File: src/rtl/ex_stage_muldiv.sv
// RV32IM execute stage: single-cycle ALU plus an iterative radix-2 mul/div unit,
// with results registered into the EX/MEM boundary behind a valid/ready handshake.
module ex_stage_muldiv #(
    parameter int XLEN     = 32,
    parameter int MD_STEPS = 32
) (
    input  logic            clk,
    input  logic            arstn,
    input  logic            flush,
    input  logic            in_valid,
    output logic            in_ready,
    input  logic [4:0]      alu_op,
    input  logic [XLEN-1:0] operand_a,
    input  logic [XLEN-1:0] operand_b,
    input  logic [4:0]      rd_addr,
    input  logic            rd_write_en,
    input  logic [1:0]      dest_sel,
    input  logic [XLEN-1:0] pc,
    output logic            out_valid,
    input  logic            out_ready,
    output logic [XLEN-1:0] out_result,
    output logic [4:0]      out_rd_addr,
    output logic            out_rd_write_en,
    output logic [1:0]      out_dest_sel,
    output logic [XLEN-1:0] out_pc
);

    localparam logic [4:0] LAST_STEP = 5'(MD_STEPS - 1);
    localparam logic [4:0] OP_MUL    = 5'd10;
    localparam logic [4:0] OP_MULH   = 5'd11;
    localparam logic [4:0] OP_MULHSU = 5'd12;
    localparam logic [4:0] OP_MULHU  = 5'd13;
    localparam logic [4:0] OP_DIV    = 5'd14;
    localparam logic [4:0] OP_DIVU   = 5'd15;
    localparam logic [4:0] OP_REM    = 5'd16;
    localparam logic [4:0] OP_REMU   = 5'd17;

    typedef enum logic {S_IDLE, S_BUSY} state_t;

    state_t          state_q, state_d;
    logic [4:0]      cnt_q, cnt_d, op_q, op_d, rd_q, rd_d;
    logic            neg_q, neg_d, we_q, we_d;
    logic [1:0]      dsel_q, dsel_d;
    logic [XLEN-1:0] hi_q, hi_d, lo_q, lo_d, b_q, b_d, pc_q, pc_d;
    logic            out_valid_q, out_valid_d, out_we_q, out_we_d;
    logic [XLEN-1:0] out_result_q, out_result_d, out_pc_q, out_pc_d;
    logic [4:0]      out_rd_q, out_rd_d;
    logic [1:0]      out_dsel_q, out_dsel_d;

    // Handshake: a transfer happens on a rising edge where valid && ready are both high.
    // in_ready never depends on in_valid; out_valid, once high, holds its data until out_ready.
    logic accept;
    assign in_ready = (state_q == S_IDLE) && (!out_valid_q || out_ready) && !flush;
    assign accept   = in_valid && in_ready;

    logic            is_m, is_div, is_rem, a_signed, b_signed, a_neg, b_neg, res_neg;
    logic            div_zero, div_ovf, fast;
    logic [XLEN-1:0] a_mag, b_mag, fast_res, alu_res;

    always_comb begin
        is_m     = (alu_op >= OP_MUL) && (alu_op <= OP_REMU);
        is_div   = (alu_op >= OP_DIV) && (alu_op <= OP_REMU);
        is_rem   = (alu_op == OP_REM) || (alu_op == OP_REMU);
        a_signed = (alu_op == OP_MUL) || (alu_op == OP_MULH) || (alu_op == OP_MULHSU)
                || (alu_op == OP_DIV) || (alu_op == OP_REM);
        b_signed = (alu_op == OP_MUL) || (alu_op == OP_MULH)
                || (alu_op == OP_DIV) || (alu_op == OP_REM);
        a_neg    = a_signed && operand_a[XLEN-1];
        b_neg    = b_signed && operand_b[XLEN-1];
        a_mag    = a_neg ? -operand_a : operand_a;
        b_mag    = b_neg ? -operand_b : operand_b;
        // Remainder follows the dividend; quotient and product follow the xor of signs.
        res_neg  = is_rem ? a_neg : (a_neg ^ b_neg);
        div_zero = is_div && (operand_b == '0);
        div_ovf  = ((alu_op == OP_DIV) || (alu_op == OP_REM))
                && (operand_a == {1'b1, {(XLEN-1){1'b0}}}) && (operand_b == '1);
        fast     = div_zero || div_ovf;
        if (div_zero) fast_res = is_rem ? operand_a : '1;
        else          fast_res = is_rem ? '0 : {1'b1, {(XLEN-1){1'b0}}};
    end

    always_comb begin
        case (alu_op)
            5'd0:    alu_res = operand_a + operand_b;
            5'd1:    alu_res = operand_a - operand_b;
            5'd2:    alu_res = operand_a << operand_b[4:0];
            5'd3:    alu_res = {{(XLEN-1){1'b0}}, $signed(operand_a) < $signed(operand_b)};
            5'd4:    alu_res = {{(XLEN-1){1'b0}}, operand_a < operand_b};
            5'd5:    alu_res = operand_a ^ operand_b;
            5'd6:    alu_res = operand_a >> operand_b[4:0];
            5'd7:    alu_res = $signed(operand_a) >>> operand_b[4:0];
            5'd8:    alu_res = operand_a | operand_b;
            5'd9:    alu_res = operand_a & operand_b;
            default: alu_res = '0;
        endcase
    end

    // One iteration: mul keeps {acc, multiplier} in {hi, lo}; div keeps {remainder, dividend}.
    logic [XLEN:0]     mul_sum, div_shl, div_diff;
    logic [XLEN-1:0]   step_hi, step_lo, quo, rem, md_res;
    logic [2*XLEN-1:0] prod_s;

    always_comb begin
        mul_sum  = {1'b0, hi_q} + (lo_q[0] ? {1'b0, b_q} : '0);
        div_shl  = {hi_q, lo_q[XLEN-1]};
        div_diff = div_shl - {1'b0, b_q};
        if (op_q <= OP_MULHU) begin
            step_hi = mul_sum[XLEN:1];
            step_lo = {mul_sum[0], lo_q[XLEN-1:1]};
        end else begin
            step_hi = div_diff[XLEN] ? div_shl[XLEN-1:0] : div_diff[XLEN-1:0];
            step_lo = {lo_q[XLEN-2:0], !div_diff[XLEN]};
        end
        prod_s = neg_q ? -{step_hi, step_lo} : {step_hi, step_lo};
        quo    = neg_q ? -step_lo : step_lo;
        rem    = neg_q ? -step_hi : step_hi;
        case (op_q)
            OP_MUL:                       md_res = prod_s[XLEN-1:0];
            OP_MULH, OP_MULHSU, OP_MULHU: md_res = prod_s[2*XLEN-1:XLEN];
            OP_DIV, OP_DIVU:              md_res = quo;
            default:                      md_res = rem;
        endcase
    end

    always_comb begin
        state_d      = state_q;
        cnt_d        = cnt_q;
        op_d         = op_q;
        neg_d        = neg_q;
        hi_d         = hi_q;
        lo_d         = lo_q;
        b_d          = b_q;
        rd_d         = rd_q;
        we_d         = we_q;
        dsel_d       = dsel_q;
        pc_d         = pc_q;
        out_valid_d  = out_valid_q && !out_ready;
        out_result_d = out_result_q;
        out_rd_d     = out_rd_q;
        out_we_d     = out_we_q;
        out_dsel_d   = out_dsel_q;
        out_pc_d     = out_pc_q;
        case (state_q)
            S_IDLE: begin
                if (accept && (!is_m || fast)) begin
                    out_valid_d  = 1'b1;
                    out_result_d = is_m ? fast_res : alu_res;
                    out_rd_d     = rd_addr;
                    out_we_d     = rd_write_en;
                    out_dsel_d   = dest_sel;
                    out_pc_d     = pc;
                end else if (accept) begin
                    state_d = S_BUSY;
                    cnt_d   = '0;
                    op_d    = alu_op;
                    neg_d   = res_neg;
                    hi_d    = '0;
                    lo_d    = is_div ? a_mag : b_mag;
                    b_d     = is_div ? b_mag : a_mag;
                    rd_d    = rd_addr;
                    we_d    = rd_write_en;
                    dsel_d  = dest_sel;
                    pc_d    = pc;
                end
            end
            S_BUSY: begin
                hi_d  = step_hi;
                lo_d  = step_lo;
                cnt_d = cnt_q + 5'd1;
                if (cnt_q == LAST_STEP) begin
                    state_d      = S_IDLE;
                    cnt_d        = '0;
                    out_valid_d  = 1'b1;
                    out_result_d = md_res;
                    out_rd_d     = rd_q;
                    out_we_d     = we_q;
                    out_dsel_d   = dsel_q;
                    out_pc_d     = pc_q;
                end
            end
            default: state_d = S_IDLE;
        endcase
        if (flush) begin
            state_d     = S_IDLE;
            cnt_d       = '0;
            out_valid_d = 1'b0;
        end
    end

    always_ff @(posedge clk or negedge arstn) begin
        if (!arstn) begin
            state_q      <= S_IDLE;
            cnt_q        <= '0;
            op_q         <= '0;
            neg_q        <= 1'b0;
            hi_q         <= '0;
            lo_q         <= '0;
            b_q          <= '0;
            rd_q         <= '0;
            we_q         <= 1'b0;
            dsel_q       <= '0;
            pc_q         <= '0;
            out_valid_q  <= 1'b0;
            out_result_q <= '0;
            out_rd_q     <= '0;
            out_we_q     <= 1'b0;
            out_dsel_q   <= '0;
            out_pc_q     <= '0;
        end else begin
            state_q      <= state_d;
            cnt_q        <= cnt_d;
            op_q         <= op_d;
            neg_q        <= neg_d;
            hi_q         <= hi_d;
            lo_q         <= lo_d;
            b_q          <= b_d;
            rd_q         <= rd_d;
            we_q         <= we_d;
            dsel_q       <= dsel_d;
            pc_q         <= pc_d;
            out_valid_q  <= out_valid_d;
            out_result_q <= out_result_d;
            out_rd_q     <= out_rd_d;
            out_we_q     <= out_we_d;
            out_dsel_q   <= out_dsel_d;
            out_pc_q     <= out_pc_d;
        end
    end

    assign out_valid       = out_valid_q;
    assign out_result      = out_result_q;
    assign out_rd_addr     = out_rd_q;
    assign out_rd_write_en = out_we_q;
    assign out_dest_sel    = out_dsel_q;
    assign out_pc          = out_pc_q;

endmodule

File: config.mk
export PLATFORM = sky130hd
export DESIGN_NAME = ex_stage_muldiv
export DESIGN_NICKNAME = d
export VERILOG_FILES = /design/src/rtl/ex_stage_muldiv.sv
export SDC_FILE = /design/constraint.sdc
export NUM_CORES = 2
export LEC_CHECK = 0
export CAP_MARGIN = 0
export CORE_MARGIN = 2
export CORE_UTILIZATION = 35
export DETAILED_ROUTE_END_ITERATION = 10
export PLACE_DENSITY = 0.63
export SYNTH_ARGS = -nofsm -noshare
export SYNTH_HDL_FRONTEND = slang
export SYNTH_SLANG_ARGS = --single-unit
File: constraint.sdc
create_clock -name clk -period 6.7 [get_ports clk]
set_input_delay 1.675 -clock clk [delete_from_list [all_inputs] [get_ports clk]]
set_output_delay 1.675 -clock clk [all_outputs]
set_load 0.05 [all_outputs]
==> flow_summary_export.csv <==
group,metric,value,unit
placement,gp_congestion,1.06,
cts,post_cts_resize_count,0,
cts,cts_hold_buf,0,
finish,fill_cells,7765,
yosys,synth_edf_count,0,
yosys,synthMuxAreaShare,0.0725,
power,p_leak,12.8,nW
sta,min_period_over_period,0.926,
setup_path,worstReg2RegStart,"lo_q[31]$_DFFE_PN0P_",
cts,cts_sinks,221,
yosys,yosysSeqAreaShare,0.208,
setup_path,critical_path_class,"flip-flop to flip-flop",
yosys,synth.distinct_cells,108,
grt,antenna_found_initial,1,
sta,slew_headroom,0.242,
yosys,post_synth.cell_area_avg,7.24,um^2
sta,setup_viol,0,
grt,grt_pass1_vias,27200,
sta,hold_ws,0.473,ns
finish,multiInputGateArea,19500,um^2
yosys,syn_inst,3669,
routing,viasPerCell,6.22,
yosys,ys.flop_type,"dfrtp_1",
setup_path,required,7.13,ns
die,die_w,279,um
routing,wl_per_cell,25.8,um
yosys,synth_compound_area_frac,0.307,
placement,io_buffers,187,
run_status,status,"finished, final reports clean",
sta,max_freq,161,MHz
min_path,hold_class,"flip-flop to flip-flop",
yosys,synth_top_family_by_area,"compound AO/OA/AOI/OAI gates",
yosys,yosysTopAreaCell,"dfrtp_1",
yosys,ys_warn_count,0,
routing,drt_pre_antenna_iters,6,
cts,post_cts_buffers,0,
sta,rsz0062_at_grt,"false",
finish,register_area,5540,um^2
routing,drc,0,
yosys,synthesis.area,26500,um^2
yosys,synth_top_area_frac,0.208,
min_path,min_from,"pc_q[6]$_DFFE_PN0P_",
power,vdd_drop_max,0.240,mV
setup_path,cp_cell_sequence,"inv_1, ha_1, inv_1, fa_1, a211oi_1, o211ai_1, a21oi_2, a221oi_4, mux2i_2, nor2_2, o211ai_1, a21boi_1, ha_1, nand2_1, or4_1, o311ai_1, nand4bb_2, nor2_2, nand4_2, o41ai_2, xnor2_1, a221oi_1, nor3_1",
die,dieArea,78100,um^2
grt,grt-ovfl-total,0,
yosys,synth_fp_nets,3955,
setup_path,end_kind,"flip-flop",
finish,drive_above_1_share,0.0734,
setup_path,startpoint,"lo_q[31]$_DFFE_PN0P_",
yosys,ys_ff_latch,221,
grt,gr-usage-all-layers,0.304,
placement,dpl.hpwl,97000,um
setup_path,cp_max_fo,7,
power,p_per_area,352,nW/um^2
sta,slew_violations,0,
die,core,74800,um^2
yosys,synth_xor_area_frac,0.0577,
finish,nets,4039,
die,initial_core_util,0.355,
grt,grt_pass1_wl,182000,um
routing,vias,29500,
yosys,ys_async_sr_fraction,1.00,
cts,cts_buffers,27,
sta,finalClockSkew,0.0230,ns
setup_path,crit_arrival,6.64,ns
setup_path,startpoint_type,"flip-flop",
cts,clock_path_buffers,3,
sta,period_minus_slack,6.21,ns
die,num_rows,100,
setup_path,critPathTopFamily,"compound AO/OA/AOI/OAI gates",
flow_run,drv_cap,0,
yosys,synth-simple-area-share,0.211,
cts,tritoncts,"done",
cts,cts-root-buf,"clkbuf_16",
cts,h-tree-depth,1,
yosys,synth-adder-area-share,0.0822,
setup_path,slowest_delay,0.47,ns
finish,mostFrequentLayoutCells,"nand2_1, o21ai_0, nor2_1, a21oi_1, dfrtp_1",
sta,fin_setup_tns,0,ns
setup_path,cp_slowest_cell,"mux2i_2",
die,die_h,279,um
grt,grt_max_degree,79,
routing,dr.first_iter.drc_count,4012,
finish,final_common_cell,"nand2_1",
cts,clock_latency,0.58,ns
finish,syn_to_final_growth,15.2,%
setup_path,critical_path_buf_inv_count,2,
routing,finalWirelength,122000,um
sta,finalHoldViolCount,0,
routing,final_antenna_net_count,0,
die,ios,188,
cts,path_clk_slew,0.07,ns
yosys,ys_top_cells_by_area,"dfrtp_1, nand2_1, ha_1",
sta,worst_slew_pin_slew,1.12,ns
tightest hold or removal path: stages, from the launching register on:
cell	delay, ns
dfrtp_1	0.34
nand2_1	0.05
nand2_1	0.06
power breakdown:
part           internal [mW]  switching (mW)  leakage (nW)  total (mW)
clock network          0.890           0.626         0.459        1.52
logic                   2.49            4.57          9.58        7.06
registers               1.74           0.439          2.77        2.18
flip-flops by register name, indices dropped and copies added (netlist names):
register / flops
out_rd_write_en: 1
out_rd_addr: 5
state_q: 1
out_pc: 32
cnt_q: 5
neg_q: 1
out_dest_sel: 2
rd_q: 5
op_q: 5
hi_q: 32
dsel_q: 2
lo_q: 32
pc_q: 32
out_valid: 1
out_result: 32
b_q: 32
we_q: 1
Yosys cell counts, types with 11 or more instances:
master,number
clkbuf_1,206
o21ai_0,406
buf_1,37
a221o_1,12
ha_1,168
o211ai_1,100
nor4_1,17
and2_1,40
xnor2_1,129
a22oi_1,19
o221ai_1,32
o41ai_1,14
xor2_1,46
inv_1,146
a221oi_1,35
nand4_1,41
and3_1,17
or3_1,27
o21bai_1,26
a211oi_1,44
nor2_1,277
a21oi_1,267
a2111oi_0,11
dfrtp_1,221
a211o_1,13
nor3_1,66
o31ai_1,36
a21o_1,55
mux2i_1,140
nand3_1,74
mux4_2,18
nor2b_1,17
nand2_1,606
o21a_1,17
o22ai_1,25
a31oi_1,40
nand2b_1,11
per-layer routing:
metal  up-vias  part of all wire  routed length [um]  GRT usage
met1     14300              0.42               51700      0.414
met5         -           0.00011                  13          0
met2      1452              0.44               54400      0.480
met4         2             0.054                6600      0.138
li1      13500                 -                   -          -
met3       268             0.080                9760     0.0399
per-stage QoR:
stage	util	cell area [um^2]	power, mW	setup WS (ns)	instances
2_1_floorplan	-	26500	6.97	0.335	3669
3_3_place_gp	0.396	29600	9.04	0.271	4693
3_5_place_dp	0.396	29600	9.05	0.183	4693
4_1_cts	0.409	30600	10.6	0.597	4743
5_1_grt	0.409	30600	11.4	0.134	4743
6_report	0.409	30600	10.8	0.494	4745
layout make-up:
cell class	count	area share
multi-input cells	3036	0.637
flip-flops and latches	221	0.181
repair buffers	318	0.0935
well taps	969	0.0397
clock buffers	39	0.0268
inverters	149	0.0183
clock inverters	11	0.00327
diodes	2	0.000164
kinds of logic after synthesis:
kind of cell | after synthesis
simple gates | 1255
compound gates | 1267
mux | 167
xor+xnor | 175
fa+ha+maj | 172
buf+inv | 412
flops | 221
path summary, 6_finish.rpt:
kind                                              end  slack, ns  cells after the start
max                        out_result[26]$_DFFE_PN0P_       0.49                     23
min                               pc_q[6]$_DFFE_PN0P_       0.47                      2
max reg2reg                out_result[26]$_DFFE_PN0P_       0.49                     23
min reg2reg                       pc_q[6]$_DFFE_PN0P_       0.47                      2
max in group asynchronous        lo_q[22]$_DFFE_PN0P_       4.39                      2
min in group asynchronous          b_q[9]$_DFFE_PN0P_       1.03                      1
Note: power is estimated with default switching activity, not from simulation.
